$ cat config.mk
export PLATFORM = sky130hd
export DESIGN_NAME = rf_write_arbiter
export DESIGN_NICKNAME = d
export VERILOG_FILES = /design/src/rtl/rf_write_arbiter_pkg.sv /design/src/rtl/rf_write_arbiter_rr_arbiter2.sv /design/src/rtl/rf_write_arbiter.sv
export SDC_FILE = /design/constraint.sdc
export NUM_CORES = 1
export LEC_CHECK = 0
export BUFFER_PORTS_ARGS = -buffer_cell sky130_fd_sc_hd__buf_2
export CORE_MARGIN = 5
export CORE_UTILIZATION = 45
export CTS_BUF_LIST = sky130_fd_sc_hd__clkbuf_16
export CTS_CLUSTER_DIAMETER = 30
export DETAILED_ROUTE_END_ITERATION = 10
export GPL_TIMING_DRIVEN = 0
export PLACE_DENSITY = 0.79
export SYNTH_ARGS = -nofsm -noshare
export SYNTH_HDL_FRONTEND = slang
export SYNTH_HIERARCHICAL = 1
export SYNTH_SLANG_ARGS = --single-unit
$ cat constraint.sdc
create_clock -name clk -period 2 [get_ports clk]
set_clock_uncertainty 0.1 [all_clocks]
set_input_delay 0.1 -clock clk [delete_from_list [all_inputs] [get_ports clk]]
set_output_delay 0.1 -clock clk [all_outputs]
set_load 0.02 [all_outputs]
$ cat src/rtl/rf_write_arbiter_pkg.sv
// Shared CPU constants and types for the register-file write path.
package rf_write_arbiter_pkg;

  localparam int unsigned WIDTH    = 64;
  localparam int unsigned NREGS    = 32;
  localparam int unsigned ZR_INDEX = 31;
  localparam int unsigned ADDR_W   = $clog2(NREGS);

  typedef logic [ADDR_W-1:0] reg_addr_t;

  typedef enum logic {
    REQ_A = 1'b0,
    REQ_M = 1'b1
  } requester_e;

endpackage

$ cat src/rtl/rf_write_arbiter_rr_arbiter2.sv
// Two-way round-robin arbiter; grants are combinational from the requests and
// the last-served requester, and nothing is granted while reset is high.
module rr_arbiter2
  import rf_write_arbiter_pkg::*;
(
  input  logic clk,
  input  logic reset,
  input  logic req_a,
  input  logic req_m,
  output logic gnt_a,
  output logic gnt_m
);

  requester_e rr_last_q, rr_last_d;

  always_comb begin
    gnt_a     = 1'b0;
    gnt_m     = 1'b0;
    rr_last_d = rr_last_q;
    if (!reset) begin
      // On a tie the requester that was not served last wins.
      if (req_a && (!req_m || rr_last_q == REQ_M)) begin
        gnt_a = 1'b1;
      end else if (req_m) begin
        gnt_m = 1'b1;
      end
    end
    if (gnt_a) begin
      rr_last_d = REQ_A;
    end else if (gnt_m) begin
      rr_last_d = REQ_M;
    end
  end

  always_ff @(posedge clk) begin
    if (reset) begin
      rr_last_q <= REQ_M;
    end else begin
      rr_last_q <= rr_last_d;
    end
  end

endmodule

$ cat src/rtl/rf_write_arbiter.sv
// Shares the register-file write port between ALU writeback and memory return,
// producing registered one-hot enables, data and address for the register file.
module rf_write_arbiter
  import rf_write_arbiter_pkg::*;
(
  input  logic              clk,
  input  logic              reset,
  input  logic              a_valid,
  input  logic [ADDR_W-1:0] a_addr,
  input  logic [WIDTH-1:0]  a_data,
  output logic              a_ready,
  input  logic              m_valid,
  input  logic [ADDR_W-1:0] m_addr,
  input  logic [WIDTH-1:0]  m_data,
  output logic              m_ready,
  output logic [NREGS-1:0]  wr_en,
  output logic [WIDTH-1:0]  wr_data,
  output logic [ADDR_W-1:0] wr_addr,
  output logic              wr_busy
);

  logic              transfer;
  reg_addr_t         sel_addr;
  logic [WIDTH-1:0]  sel_data;
  logic [NREGS-1:0]  wr_en_q, wr_en_d;
  logic [WIDTH-1:0]  wr_data_q;
  reg_addr_t         wr_addr_q;

  rr_arbiter2 u_rr_arbiter2 (
    .clk   (clk),
    .reset (reset),
    .req_a (a_valid),
    .req_m (m_valid),
    .gnt_a (a_ready),
    .gnt_m (m_ready)
  );

  assign transfer = a_ready | m_ready;
  assign sel_addr = a_ready ? a_addr : m_addr;
  assign sel_data = a_ready ? a_data : m_data;

  // XZR writes are accepted but never raise an enable.
  always_comb begin
    wr_en_d = '0;
    if (transfer && sel_addr != reg_addr_t'(ZR_INDEX)) begin
      wr_en_d[sel_addr] = 1'b1;
    end
  end

  always_ff @(posedge clk) begin
    if (reset) begin
      wr_en_q   <= '0;
      wr_data_q <= '0;
      wr_addr_q <= '0;
    end else begin
      wr_en_q <= wr_en_d;
      if (transfer) begin
        wr_data_q <= sel_data;
        wr_addr_q <= sel_addr;
      end
    end
  end

  assign wr_en   = wr_en_q;
  assign wr_data = wr_data_q;
  assign wr_addr = wr_addr_q;
  assign wr_busy = |wr_en_q;

  assert property (@(posedge clk) $onehot0(wr_en));
  assert property (@(posedge clk) !(a_ready && m_ready));
  assert property (@(posedge clk) !wr_en[ZR_INDEX]);
  assert property (@(posedge clk) wr_busy == |wr_en);

endmodule

==> flow_metrics.py <==
metrics = {
    "synth": {
        "syn_area_um2": 4430,
        "ys_types": 32,
        "synthCells": 411,
        "synth_area_per_cell_um2": 10.8,
        "synth-edff-count": 0,
        "ys_seq_elements": 102,
        "yosysSeqAreaShare": 0.460,
        "synth.top_cell.area_share": 0.460,
        "syn_nets": 553,
        "async_flop_share": 0,
        "synthFlopType": "dfxtp_1",
        "ys_warn_count": 6,
        "netlist_top_cells_area": "dfxtp_1, mux2_2, mux2i_1",
        "yosysTopAreaCell": "dfxtp_1",
    },
    "clock_tree": {
        "cts_buffer_depth": 2,
        "cts_buffers": 9,
        "cts_tree": "done",
        "h-tree-depth": 3,
        "cts_setup_buffers": 0,
        "clkLatencyLatePin_ps": 330,
        "path_clk_slew_ps": 80,
        "clock-root-buffer": "clkbuf_16",
        "clock_sinks": 102,
    },
    "global_routing": {
        "grt_usage": 0.246,
        "grt_max_degree": 19,
        "grt_pass1_vias": 4605,
        "antenna_found_initial": 0,
        "overflow": 0,
        "grt_pass1_wl_um": 22600,
    },
    "worst_setup_path": {
        "worstPathRequired_ps": 2110,
        "reg2reg_slack_ps": 160,
        "crit_path_end_kind": "flop",
        "ff2ff_path_depth": 6,
        "crit_fanout": 10,
        "worstReg2RegStart": "u_rr_arbiter2/rr_last_q$_SDFFE_PP1P_",
        "crit_type": "input port to flop",
        "cp.arrival_ps": 2030,
        "cp-start-kind": "input port",
        "rr_endpoint": "wr_data[35]$_SDFFE_PP0N_",
    },
    "hold_path": {
        "min_path_cells": 3,
        "hp-class": "input port to flop",
        "hold_end": "wr_addr[0]$_SDFFE_PP0N_",
        "hold_start": "m_addr[0]",
    },
    "pwr": {
        "peakVddDrop_v": 0.000389,
        "p_per_area_nw_per_um2": 718,
        "p_leak_nw": 3.29,
    },
    "die": {
        "die_width_um": 109,
        "design.core.area_um2": 9680,
        "die-area_um2": 11900,
        "ios": 246,
        "fp-row-count": 36,
        "initial_utilization": 0.458,
        "die_h_um": 109,
    },
    "layout": {
        "final_cell_mix": "buf_2, dfxtp_1, nor2_1",
        "regArea_um2": 2040,
        "fin_cells": 874,
        "synthToLayoutAreaGrowth_pct": 53.6,
        "final_common_cell": "buf_2",
        "drive_gt1_frac": 0.484,
        "multi_input_area_um2": 2210,
        "fillers": 706,
        "fin_area_um2": 6810,
        "final_nets": 877,
        "utilization": 0.703,
    },
    "timing": {
        "hold_viol": 0,
        "period_share": 0.958,
        "fin_crit_ps": 1920,
        "fin_tns_setup_ps": 0,
        "rsz0062_at_grt": "false",
        "slew_violations": 0,
        "fmax_mhz": 522,
        "tightestPinTransition_ps": 558,
        "setup_violations": 0,
        "max_slew_margin": 0.628,
    },
    "placement": {
        "place.gp.congestion": 0.826,
        "port_buffers": 245,
        "dp_hpwl_um": 10300,
        "place_area_um2": 5840,
        "placedCellCount": 789,
    },
    "routing": {
        "wl_per_cell_um": 17.1,
        "vias": 4326,
        "viasPerCell": 4.95,
        "drt-initial-drc-count": 145,
        "drt-total-wl_um": 15000,
        "first_pass_iters": 4,
        "drcViolationCount": 0,
        "postRouteAntennaNets": 0,
    },
    "run": {
        "maxCapViolCount": 0,
    },
    "run_status": {
        "status": "finished, final reports clean",
    },
}
[Yosys cell counts, types with 2 or more instances]
cell / count
o21ai_1: 3
clkbuf_1: 7
nor3_1: 3
buf_4: 9
a211oi_1: 4
nor4_1: 8
nor2_1: 99
mux2i_1: 66
buf_6: 6
nor3b_1: 3
inv_1: 3
and3b_1: 4
o21ai_0: 5
dfxtp_1: 102
o211ai_4: 3
mux2_2: 68
nand4_1: 2
buf_2: 2
[where the power goes]
part | switching, mW | internal [mW] | leakage [nW]
Sequential | 0.0564 | 2.14 | 0.834
Combinational | 0.522 | 0.526 | 2.32
Clock | 0.793 | 0.860 | 0.137
[logic make-up (layout without fill, tap and decap cells)]
kind of cell | after synthesis | in the layout | synth area share
compound gates | 17 | 17 | 0.0350
buf+inv | 28 | 357 | 0.0446
flops | 102 | 102 | 0.460
mux | 136 | 136 | 0.330
other cells | 1 | 2 | 0.000846
simple gates | 127 | 127 | 0.129
[per-stage QoR]
stage / setup WS [ps] / hold WS (ps) / power, mW
after CTS: 20.8 / 8.67 / 4.90
after detailed placement: 99.0 / 241 / 3.15
final: 83.6 / 13.3 / 4.89
after global routing: 1.63 / 23.5 / 5.11
after floorplan: 141 / 94.4 / 2.80
after global placement: 175 / 231 / 3.12
[worst max-delay path: stages]
cell and delay, ps:
dlygate4sd3_1 540, buf_2 150, a211oi_2 210, buf_6 180
clkbuf_4 260, mux2_2 360, mux2i_1 160, nor2_1 60
[flip-flops by register name, summed over array words and instances, names as in the netlist]
register                 count
wr_data                     64
u_rr_arbiter2/rr_last_q      1
wr_en                       32
wr_addr                      5
[repair_timing]
action / in CTS / in global routing
hold endpoints to repair: 67 / 0
hold buffers: 68 / 0
endpoints found under the setup margin: 0 / 19
gates resized for setup: 0 / 5
[worst max path at each step]
| stage | from | endpoint | slack [ps] |
|---|---|---|---|
| 2_1_floorplan | u_rr_arbiter2/rr_last_q$_SDFFE_PP1P_ | wr_data[35]$_SDFFE_PP0N_ | 140 |
| 3_3_place_gp | u_rr_arbiter2/rr_last_q$_SDFFE_PP1P_ | wr_data[35]$_SDFFE_PP0N_ | 180 |
| 3_5_place_dp | u_rr_arbiter2/rr_last_q$_SDFFE_PP1P_ | wr_data[43]$_SDFFE_PP0N_ | 100 |
| 4_1_cts | reset | wr_data[43]$_SDFFE_PP0N_ | 20 |
| 5_1_grt | reset | wr_data[37]$_SDFFE_PP0N_ | 2 |
| 6_report | reset | wr_data[35]$_SDFFE_PP0N_ | 80 |
[area by class of cell]
type                       count  area share
multi-input combinational    281       0.325
sequential                   102       0.300
timing repair buffer         313       0.280
clock buffer                   9      0.0331
buffer                        25      0.0277
tap                          133      0.0244
clock inverter                 7     0.00826
inverter                       3     0.00165
antenna                        1    0.000367
[layer usage]
metal	track usage	wire length [µm]	part of all wire
met5	0	0	0
met4	0.121	526	0.035
met3	0.0491	943	0.063
met2	0.452	7900	0.53
met1	0.268	5610	0.37
(Power assumes the default switching activity.)
